$ cat src/rtl/alu_pkg.sv
// Shared ALU definitions: opcode values used by the ALU control decoder and
// the execute-stage FSM state type.
package alu_pkg;

  localparam logic [3:0] ALU_ADD  = 4'b0001;
  localparam logic [3:0] ALU_SUB  = 4'b0010;
  localparam logic [3:0] ALU_AND  = 4'b0011;
  localparam logic [3:0] ALU_OR   = 4'b0100;
  localparam logic [3:0] ALU_MUL  = 4'b0110;
  localparam logic [3:0] ALU_RELU = 4'b0111;
  localparam logic [3:0] ALU_MAXP = 4'b1000;
  localparam logic [3:0] ALU_FC   = 4'b1001;

  typedef enum logic [1:0] {
    S_IDLE = 2'd0,
    S_ITER = 2'd1,
    S_DONE = 2'd2
  } state_t;

  function automatic logic is_multi(input logic [3:0] op);
    return (op == ALU_MUL) || (op == ALU_FC);
  endfunction

  function automatic logic signed [15:0] max4(input logic signed [15:0] a,
                                              input logic signed [15:0] b,
                                              input logic signed [15:0] c,
                                              input logic signed [15:0] d);
    logic signed [15:0] m;
    m = a;
    if (b > m) m = b;
    if (c > m) m = c;
    if (d > m) m = d;
    return m;
  endfunction

endpackage

$ cat src/rtl/seq_multiplier.sv
// Shift-add multiplier, one multiplier bit per step; product is the running
// sum including the current step, so it is final while last is high.
module seq_multiplier #(
  parameter int unsigned WIDTH = 32
) (
  input  logic             clk,
  input  logic             rst_n,
  input  logic             start,
  input  logic             step,
  input  logic [WIDTH-1:0] a,
  input  logic [WIDTH-1:0] b,
  output logic [WIDTH-1:0] product,
  output logic             last
);

  localparam int unsigned CW = $clog2(WIDTH + 1);

  logic [WIDTH-1:0] mcand;
  logic [WIDTH-1:0] mplier;
  logic [WIDTH-1:0] sum;
  logic [CW-1:0]    cnt;

  assign product = sum + (mplier[0] ? mcand : '0);
  assign last    = (cnt == CW'(WIDTH - 1));

  always_ff @(posedge clk or negedge rst_n) begin
    if (!rst_n) begin
      mcand  <= '0;
      mplier <= '0;
      sum    <= '0;
      cnt    <= '0;
    end else if (start) begin
      mcand  <= a;
      mplier <= b;
      sum    <= '0;
      cnt    <= '0;
    end else if (step) begin
      mcand  <= mcand << 1;
      mplier <= mplier >> 1;
      sum    <= product;
      cnt    <= cnt + CW'(1);
    end
  end

endmodule

$ cat src/rtl/alu_exec.sv
// Execute-stage ALU: single-cycle arithmetic/logic ops plus multi-cycle
// MUL and FC (multiply-accumulate) with a valid/ready request handshake.
module alu_exec
  import alu_pkg::*;
#(
  parameter int unsigned WIDTH = 32
) (
  input  logic             clk_i,
  input  logic             rst_n_i,
  input  logic             in_valid_i,
  output logic             ready_o,
  input  logic [3:0]       ALUCtrl_i,
  input  logic [WIDTH-1:0] src1_i,
  input  logic [WIDTH-1:0] src2_i,
  input  logic             acc_clr_i,
  input  logic             flush_i,
  output logic             done_o,
  output logic [WIDTH-1:0] result_o,
  output logic             zero_o,
  output logic             busy_o
);

  state_t             state;
  state_t             state_next;
  logic               accept;
  logic               start_multi;
  logic [3:0]         op_q;
  logic               clr_q;
  logic [WIDTH-1:0]   acc;
  logic [WIDTH-1:0]   single_res;
  logic [WIDTH-1:0]   mac_res;
  logic [WIDTH-1:0]   mul_product;
  logic               mul_last;
  logic signed [15:0] pool_max;

  assign ready_o     = (state != S_ITER);
  assign busy_o      = (state == S_ITER);
  assign accept      = in_valid_i && ready_o && !flush_i;
  assign start_multi = accept && is_multi(ALUCtrl_i);

  seq_multiplier #(.WIDTH(WIDTH)) u_mul (
    .clk     (clk_i),
    .rst_n   (rst_n_i),
    .start   (start_multi),
    .step    (busy_o),
    .a       (src1_i),
    .b       (src2_i),
    .product (mul_product),
    .last    (mul_last)
  );

  // Single-cycle results are computed straight from the inputs at acceptance.
  always_comb begin
    pool_max   = max4(src1_i[31:16], src1_i[15:0], src2_i[31:16], src2_i[15:0]);
    single_res = '0;
    case (ALUCtrl_i)
      ALU_SUB:  single_res = src1_i - src2_i;
      ALU_AND:  single_res = src1_i & src2_i;
      ALU_OR:   single_res = src1_i | src2_i;
      ALU_RELU: single_res = src1_i[WIDTH-1] ? '0 : src1_i;
      ALU_MAXP: single_res = {{(WIDTH-16){pool_max[15]}}, pool_max};
      default:  single_res = src1_i + src2_i;
    endcase
  end

  assign mac_res = (op_q == ALU_FC) ? ((clr_q ? '0 : acc) + mul_product) : mul_product;

  always_comb begin
    state_next = state;
    case (state)
      S_ITER: begin
        if (flush_i)       state_next = S_IDLE;
        else if (mul_last) state_next = S_DONE;
      end
      default: begin
        if (accept) state_next = is_multi(ALUCtrl_i) ? S_ITER : S_DONE;
        else        state_next = S_IDLE;
      end
    endcase
  end

  always_ff @(posedge clk_i or negedge rst_n_i) begin
    if (!rst_n_i) begin
      state    <= S_IDLE;
      done_o   <= 1'b0;
      result_o <= '0;
      zero_o   <= 1'b1;
      acc      <= '0;
      op_q     <= '0;
      clr_q    <= 1'b0;
    end else begin
      state  <= state_next;
      done_o <= (state_next == S_DONE);
      if (accept) begin
        op_q  <= ALUCtrl_i;
        clr_q <= acc_clr_i;
      end
      if (accept && !is_multi(ALUCtrl_i)) begin
        result_o <= single_res;
        zero_o   <= (single_res == '0);
      end else if (busy_o && mul_last && !flush_i) begin
        result_o <= mac_res;
        zero_o   <= (mac_res == '0);
        if (op_q == ALU_FC) acc <= mac_res;
      end
    end
  end

endmodule
$ cat config.mk
export PLATFORM = sky130hd
export DESIGN_NAME = alu_exec
export DESIGN_NICKNAME = d
export VERILOG_FILES = /design/src/rtl/alu_pkg.sv /design/src/rtl/seq_multiplier.sv /design/src/rtl/alu_exec.sv
export SDC_FILE = /design/constraint.sdc
export NUM_CORES = 1
export LEC_CHECK = 0
export CAP_MARGIN = 20
export CELL_PAD_IN_SITES_DETAIL_PLACEMENT = 1
export CELL_PAD_IN_SITES_GLOBAL_PLACEMENT = 1
export CORE_ASPECT_RATIO = 2
export CORE_MARGIN = 2
export CORE_UTILIZATION = 50
export DETAILED_ROUTE_END_ITERATION = 7
export HOLD_SLACK_MARGIN = 0.08
export PLACE_DENSITY_LB_ADDON = 0.1
export SYNTH_ARGS = -nofsm -noshare
export SYNTH_HDL_FRONTEND = slang
export SYNTH_SLANG_ARGS = --single-unit
$ cat constraint.sdc
create_clock -name clk_i -period 13.7 [get_ports clk_i]
set_input_delay 2.055 -clock clk_i [delete_from_list [all_inputs] [get_ports clk_i]]
set_output_delay 2.055 -clock clk_i [all_outputs]
set_load 0.05 [all_outputs]
* Yosys cells after proc, flatten, opt, wreduce, memory -nomap -nowiden
Index checks and enable logic that the tools add are counted.
** Word-level totals
- Flip-flop bits (word level) :: 175
- Bits of input ports :: 73
- Bits in read-only memories :: 0
- Logic and storage cells :: 73
- Output and inout port bits :: 36
- RAM bits :: 0
- Latch bits :: 0
- Memories :: 0
** Operators by class
- Multiplexer cells :: 25
- Div/mod/pow operators :: 0
- Bitwise gates (word level) :: 3
- Equality and inequality tests :: 12
- Multipliers :: 0
- Shift operators :: 0
- Magnitude comparators :: 3
- $add $sub $neg :: 5
- Reductions and logical operators :: 14
** Operators with widths (number)
- $mux W32 :: 11
- $pmux W32 S5 :: 1
- $add A32 B32 Y32 :: 3
- $logic_not A32 Y1 :: 2
- $gt A16 B16 Y1 :: 3
- $mux W16 :: 3
- $and A32 B32 Y32 :: 1
- $or A32 B32 Y32 :: 1
- $sub A32 B32 Y32 :: 1
- $mux W31 :: 1
- $eq A4 B3 Y1 const B :: 3
- $eq A4 B4 Y1 const B :: 3
- $mux W6 :: 2
- $mux W2 :: 5
- $eq A4 B2 Y1 const B :: 2
- $add A6 B1 Y6 const B :: 1
- $eq A6 B5 Y1 const B :: 1
- $logic_and A1 B1 Y1 :: 6
- $reduce_bool A2 Y1 :: 2
- $reduce_and A3 Y1 :: 1
- $eq A2 B1 Y1 const B :: 1
- $eq A2 B2 Y1 const B :: 1
- $logic_not A1 Y1 :: 2
- $mux W1 :: 2
- other kinds (3) :: 3

* Longest topological paths before layout
Gate-level depths: netlist of run 1.
- Depth after elaboration :: 9
- Mapped depth :: 33

* Modules after synthesis
A second synthesis of run 1 with hierarchy kept.
** Unflattened totals
- Cell total of the unflattened synthesis :: 1996
- Area total of the unflattened synthesis :: 16614.7 um2
** Modules (own cells, without submodules)
- alu_exec :: cells an instance 1311, instances 1, area each 10174.8 um2
- seq_multiplier :: cells an instance 685, instances 1, area each 6439.9 um2

* Least setup slack after synthesis of run 1
No wires, ideal clock.
- Kind :: in2reg
- Start point :: input src1_i[17]
- End point :: register zero_o
- Arrival time :: 8527 ps
- Library setup time :: 61 ps
- Slack :: 5112 ps
- Required time :: 13639 ps
- Stages on the path :: 30
- Cell sequence :: inv_1 ha_1 nor2b_1 o211ai_1 a2111oi_0 o31a_1 nor2_1 buf_2 mux2i_1 ha_1 nand4_1 nor2_1 nor2_1 o311a_1 or3_1 clkbuf_1 clkbuf_1 a21o_1 ha_1 o21ai_0 a2111oi_0 o32ai_1 mux2i_1 nor2_1 nand2_1 nand2_1 or4_1 nor4_2 a22oi_1 nand2_1
** On the way
- Word-level cells in the longest chain between the ends :: 9
- Elaborated cells on any way between the ends :: 14
- Those cells by class :: add/sub: 2; order compare: 3; mux: 6; bitwise: 2; reduce/logical: 1
** RTL lines
- start, declared :: line alu_exec.sv:13 : input logic [WIDTH-1:0] src1_i,
- $gt A16 B16 Y1 :: line alu_pkg.sv:30 : if (b > m) m = b;
- $mux W16 :: line alu_pkg.sv:30
- $gt A16 B16 Y1 :: line alu_pkg.sv:31 : if (c > m) m = c;
- $mux W16 :: line alu_pkg.sv:31
- $gt A16 B16 Y1 :: line alu_pkg.sv:32 : if (d > m) m = d;
- $mux W16 :: line alu_pkg.sv:32
- $pmux W32 S5 (*) :: line alu_exec.sv:56 : case (ALUCtrl_i)
- $logic_not A32 Y1 (*) :: line alu_exec.sv:100 : zero_o <= (single_res == '0);
- $mux W1 (*) :: line alu_exec.sv:98 : if (accept && !is_multi(ALUCtrl_i)) begin
- end signal, assigned :: line alu_exec.sv:100
- end signal, assigned :: line alu_exec.sv:103 : zero_o <= (mac_res == '0);
- end, declared :: line alu_exec.sv:19 : output logic zero_o,
Every way passes the cells marked *; elsewhere a longest branch is shown, timed or not.
A chain may end at the register's enable or synchronous reset.

* Worst setup path after layout of run 1
- Start point :: input src1_i[31]
- End point :: register zero_o
The elaborated chain is that of the path after synthesis.

==> summary.md, run 1 <==
| Metric | Value |
|---|---|
| Die area | `between 0.03 and 0.04 mm²` |
| CTS Buffer Depth | `2` |
| Post-synth EDFFs | `0` |
| Post-cts resize count | `0` |
| CP Class | `input pin to flip-flop` |
| N_diodes | `0` |
| Last element of the critical path | `zero_o` |
| First-pass GRT wire length | `112000 µm` |
| R2R Setup Slk | `just under 6000 ps` |
| Grt total ovfl | `0` |
| Core Box Area | `0.0321 mm²` |
| Crit-path slowest cell | `or3_1` |
| Crit path top cell by count | `nand2_1` |
| CP required | `approximately 14000 ps` |
| Fin. max-slew vios | `0` |
| Global Route Usage Sum | `0.430` |
| Total number of vias | `17.7k` |
| Leakage Power | `between 8 and 9 nW` |
| Wire per inst | `30.0 µm` |
| Final ANT Viol Nets | `0` |
| Post-layout min period | `between 10000 and 15000 ps` |
| CTS tree | `done` |
| Status | `completed` |
| # nets final | `2300` |
| Vias per cell | `7.02` |
| Maximum vdd drop | `~0.00012 V` |
| Initial antenna violation count | `0` |
| Critical path capture point type | `flip-flop` |
| Final Instance Area | `~0.018 mm²` |
| DRT Pass-1 Iters | `8` |
| Period utilisation layout | `0.802` |
| I/O Buffers | `about 110` |
| H-tree depth | `4` |
| R2R depth | `23` |
| Post-CTS Repair Setup Buffers | `0` |
| Sink Count | `roughly 180` |
| Power density cells | `between 150 and 200 mW/mm²` |
| Layout cell share with drive strength beyond 1 | `0.0550` |
| Startpoint Class | `input pin` |
| Worst min-delay path category | `flip-flop to flip-flop` |
| Post-DP Area | `0.0177 mm²` |
| Gpl congestion | `0.974` |
| MaxCap Viol Count | `0` |
| Die height | `259 µm` |
| RSZ-0062 raised after global routing | `no` |
| Synthesized area | `between 0.015 and 0.02 mm²` |
| Clk slew on worst S/H paths | `about 80 ps` |
| # rows | `between 90 and 100` |
| Fin Hold WS | `approximately 490 ps` |
| Final wirelength | `roughly 76000 µm` |
| Synth Warn # | `0` |
| Avg Synthesized Cell Area | `7.98 µm²` |
| Most used DFF post-synth | `dfrtp_1` |
| Syn nets | `approximately 2.3k` |
| Pin slew with the least headroom to its limit | `~1100 ps` |
| Total power | `2.92 mW` |
| Area of the multi-input gates | `about 0.011 mm²` |
| CP max FO | `31` |
| Initial Utilization | `0.506` |
| TritonCTS buffer count | `17` |
| Clock Skew | `around 15 ps` |
| Reg area | `between 0.004 and 0.005 mm²` |
| Root buffer cell | `clkbuf_16` |
| Register area share after synthesis | `0.270` |
| Max Clock Freq | `~91 MHz` |
| Crit path DAT | `between 10000 and 15000 ps` |
| Seq cells post-synth | `about 180` |
| Reg2reg end | `zero_o` |
| CP max stage delay | `around 900 ps` |
| Initial DRC count | `between 1.5k and 2k` |
| Most frequent cells in the layout | `nand2_1 (280), dfrtp_1 (174), a21oi_1 (165)` |
| Hold Fails Final Rpt | `0` |
| Setup violations, final | `0` |
| I/O pins | `109` |
| Commonest non-fill, non-tap cell in the layout | `nand2_1` |
| Layout area overhead | `12.8%` |
| Vias in the first global route | `between 15k and 20k` |
| Die Wd | `around 130 µm` |
| Critical R2R Launch | `u_mul.mplier[0]` |
| DRC violations left | `0` |
| Cts hold-fix bufs | `0` |
| Ys async rst share | `1.00` |
| Skew-Pair Late Insertion Delay | `roughly 460 ps` |
| Slew margin rel. | `0.262` |
| Distinct cells, synth | `86` |
| Pin count of the biggest net entering global routing | `about 100` |
| Syn Inst Count | `a little over 2k` |
| Setup TNS | `0 ps` |
| Number of fill cells | `3907` |
| DPL Wire Length | `55200 µm` |
| Setup crit start | `src1_i[31]` |
how the worst min path moves through the flow:
stage,start,end,depth (start not counted)
2_1_floorplan,acc[23],acc[23],2
4_1_cts,u_mul.mplier[25],u_mul.mplier[25],2
3_5_place_dp,u_mul.mplier[25],u_mul.mplier[25],2
6_report,acc[20],acc[20],2
5_1_grt,acc[20],acc[20],2
3_3_place_gp,acc[23],acc[23],2
layout make-up:
class                           count  share of cell area
Tap cell                          427              0.0292
Inverter                           73              0.0150
Timing Repair Buffer              135              0.0714
Multi-Input combinational cell   1677               0.613
Clock inverter                     14             0.00922
Sequential cell                   175               0.239
Clock buffer                       18              0.0234
power breakdown:
part	internal (mW)	switching, mW
registers	0.663	0.140
clock network	0.276	0.243
logic	0.547	1.05
routing by layer:
layer | track usage | wire, µm | vias to the layer above
met2 | 0.779 | 38400 | 930
li1 | - | - | 7563
met1 | 0.452 | 26000 | 8807
met3 | 0.0590 | 4300 | 378
met4 | 0.321 | 6890 | 0
met5 | 0 | 0 | -
cell usage after synthesis (17+ instances only):
library cell | instances | share of area
nand3_1 | 29 | 0.0089
xor2_1 | 45 | 0.024
xnor2_1 | 61 | 0.033
ha_1 | 145 | 0.11
a221o_1 | 45 | 0.028
mux2i_1 | 26 | 0.016
a211oi_1 | 17 | 0.0079
dfrtp_1 | 174 | 0.27
o211ai_1 | 19 | 0.0088
nor3_1 | 60 | 0.018
inv_1 | 72 | 0.017
clkbuf_1 | 96 | 0.022
a21oi_1 | 165 | 0.051
nor2_1 | 127 | 0.029
and2_1 | 45 | 0.017
a22oi_1 | 57 | 0.026
nand2_1 | 280 | 0.065
nand2b_1 | 26 | 0.010
o21ai_0 | 138 | 0.043
nand4_1 | 21 | 0.0081
nor2b_1 | 43 | 0.017
o21a_1 | 19 | 0.0088
mux2_2 | 18 | 0.012
a21o_1 | 44 | 0.020
per-stage QoR:
step	instances	setup WS, ps	utilization
6_report	2519	2710	0.570
4_1_cts	2518	3080	0.570
5_1_grt	2519	2290	0.570
3_3_place_gp	2486	2770	0.551
3_5_place_dp	2486	2670	0.551
2_1_floorplan	2036	5110	-
cells by family after synthesis:
| logic type | Yosys count | share of synthesized area |
|---|---|---|
| simple gates | 715 | 0.211 |
| mux | 44 | 0.0285 |
| buf+inv | 184 | 0.0439 |
| compound gates | 663 | 0.273 |
| fa+ha+maj | 148 | 0.115 |
| flops | 175 | 0.270 |
| xor+xnor | 107 | 0.0582 |
worst max-delay path: cells and delay by family:
family	cells	cell delay (ps)
simple gates	16	4930
compound gates	6	1560
buf+inv	4	1350
mux	1	460
fa+ha+maj	3	980
flip-flops by register name (all words and copies together), names as in the netlist:
name and flops:
acc 32, clr_q 1, done_o 1, op_q 4
result_o 32, state 2, u_mul.cnt 6, u_mul.mcand 32
u_mul.mplier 32, u_mul.sum 32, zero_o 1
No activity file was read; power rests on OpenSTA's default activity.
==> inputs of run 2 (changes only) <==
--- a/config.mk
+++ b/config.mk
@@ -10,7 +10,7 @@
 export CELL_PAD_IN_SITES_GLOBAL_PLACEMENT = 1
 export CORE_ASPECT_RATIO = 2
 export CORE_MARGIN = 2
-export CORE_UTILIZATION = 50
+export CORE_UTILIZATION = 46
 export DETAILED_ROUTE_END_ITERATION = 7
 export HOLD_SLACK_MARGIN = 0.08
 export PLACE_DENSITY_LB_ADDON = 0.1
==> constraint.sdc (replaced) <==
create_clock -name clk_i -period 10.4 [get_ports clk_i]
set_input_delay 1.56 -clock clk_i [delete_from_list [all_inputs] [get_ports clk_i]]
set_output_delay 1.56 -clock clk_i [all_outputs]
set_load 0.05 [all_outputs]
==> summary.md, run 2 (same netlist as run 1, synthesis figures left out) <==
| Metric | Value |
|---|---|
| Status | `completed` |
| CP max FO | `20` |
| Worst min-delay path category | `flip-flop to flip-flop` |
| RSZ-0062 raised after global routing | `no` |
| Leakage Power | `~8.5 nW` |
| R2R Setup Slk | `between 3000 and 4000 ps` |
| CP max stage delay | `670 ps` |
| Critical path capture point type | `flip-flop` |
| Startpoint Class | `input pin` |
| Reg area | `about 0.0044 mm²` |
| DPL Wire Length | `56100 µm` |
| Area of the multi-input gates | `around 0.011 mm²` |
| Number of fill cells | `roughly 4.3k` |
| H-tree depth | `4` |
| Post-Place Cells | `roughly 2.5k` |
| Gpl congestion | `about 1.0` |
| Power density cells | `200 mW/mm²` |
| Skew-Pair Late Insertion Delay | `between 400 and 500 ps` |
| Layout cell share with drive strength beyond 1 | `0.0680` |
| MaxCap Viol Count | `0` |
| Grt total ovfl | `0` |
| Sink Count | `between 150 and 200` |
| # rows | `just under 100` |
| Most frequent cells in the layout | `nand2_1 (280), dfrtp_1 (174), a21oi_1 (165)` |
| I/O pins | `109` |
| Pin slew with the least headroom to its limit | `around 1100 ps` |
| Initial Utilization | `0.465` |
| # nets final | `around 2.3k` |
| Post-layout min period | `9740 ps` |
| Core Util, Final | `0.531` |
| CTS tree | `done` |
| Global Route Usage Sum | `0.384` |
| DRC violations left | `0` |
| CP required | `~11000 ps` |
| Die Wd | `~140 µm` |
| Final wirelength | `between 70000 and 80000 µm` |
| TritonCTS buffer count | `17` |
| Core Box Area | `between 0.03 and 0.04 mm²` |
| Slew margin rel. | `0.285` |
| First-pass GRT wire length | `around 110000 µm` |
| Total number of vias | `about 17k` |
| Clock Skew | `18.5 ps` |
| Die height | `roughly 270 µm` |
| Clk slew on worst S/H paths | `~80 ps` |
| Initial DRC count | `963` |
| Worst Path Buf+Inv | `4` |
| I/O Buffers | `roughly 110` |
| Period utilisation layout | `0.937` |
| Vias per cell | `6.55` |
| Crit-path slowest cell | `clkdlybuf4s50_1` |
| Max Clock Freq | `just over 100 MHz` |
| Maximum vdd drop | `around 0.00015 V` |
| Initial antenna violation count | `0` |
| Root buffer cell | `clkbuf_16` |
| DRT Pass-1 Iters | `5` |
| N_diodes | `0` |
| Setup violations, final | `0` |
| Setup slack at placement | `roughly 210 ps` |
| Pin count of the biggest net entering global routing | `around 100` |
| Final ANT Viol Nets | `0` |
| Post-cts resize count | `0` |
| Vias in the first global route | `about 18k` |
| Hold Fails Final Rpt | `0` |
| Post-route setup slack | `659 ps` |
| Setup TNS | `0 ps` |
| CP delay by family, top | `compound AO/OA/AOI/OAI gates` |
| Die area | `0.0369 mm²` |
| Final std cells w/o fill | `between 2k and 3k` |
| Cts hold-fix bufs | `0` |
| Fin. max-slew vios | `0` |
| Commonest non-fill, non-tap cell in the layout | `nand2_1` |
| Crit path DAT | `approximately 10000 ps` |
| Wire per inst | `27.6 µm` |
| CTS Buffer Depth | `2` |
| Layout area overhead | `14.2%` |
| Post-CTS Repair Setup Buffers | `0` |
| CP Class | `input pin to flip-flop` |
-- run 2: final cells by class --
cell class | count | share of cell area
Clock inverter | 15 | 0.00924
Inverter | 73 | 0.0148
Tap cell | 445 | 0.0300
Clock buffer | 17 | 0.0229
Multi-Input combinational cell | 1677 | 0.605
Sequential cell | 175 | 0.236
Timing Repair Buffer | 162 | 0.0814
-- run 2: worst register-to-register path: stages (launching register included) --
cell and delay, ps:
dfrtp_1 890, and2_1 230, ha_1 280, a21o_1 230
a31o_2 260, o311ai_0 860, o21ai_0 280, a21o_1 230
a21o_1 180, xnor2_1 330, inv_1 90, ha_1 370
nand2_1 90, o21ai_0 120, a211oi_1 390, o211a_1 340
a211oi_1 150, or4_1 540, a31oi_1 260, xnor2_1 90
a21oi_1 280, o211ai_1 140, or4b_1 550, nand2_1 110
-- run 2: layer usage --
layer	track usage	vias up	share of wire
met5	0	-	0
met4	0.268	0	0.083
met3	0.0449	217	0.037
met2	0.697	515	0.52
met1	0.399	8449	0.36
li1	-	7606	-
-- run 2: final timing paths --
| kind | cells past startpoint | start | to |
|---|---|---|---|
| setup / recovery | 31 | src1_i[24] | zero_o |
| hold / removal | 2 | acc[23] | acc[23] |
| setup reg to reg | 23 | u_mul.mplier[0] | zero_o |
| hold reg to reg | 2 | acc[23] | acc[23] |
| max in group asynchronous | 2 | rst_n_i | u_mul.sum[16] |
| min in group asynchronous | 1 | rst_n_i | u_mul.mplier[4] |
-- run 2: report_power, final --
| part | switching [mW] | leakage (nW) | internal [mW] |
|---|---|---|---|
| clock network | 0.324 | 0.288 | 0.343 |
| logic | 1.27 | 5.98 | 0.727 |
| registers | 0.162 | 2.25 | 0.873 |
| total | 1.76 | 8.51 | 1.94 |
-- run 2: metrics by stage --
stage / power (mW) / hold WS (ps) / instance area, µm²
global route: 3.92 / 512 / 18500
finish: 3.70 / 475 / 18500
floorplan: 2.33 / 438 / 16200
CTS: 3.68 / 481 / 18500
detailed placement: 3.00 / 459 / 17900
global placement: 2.92 / 453 / 17900
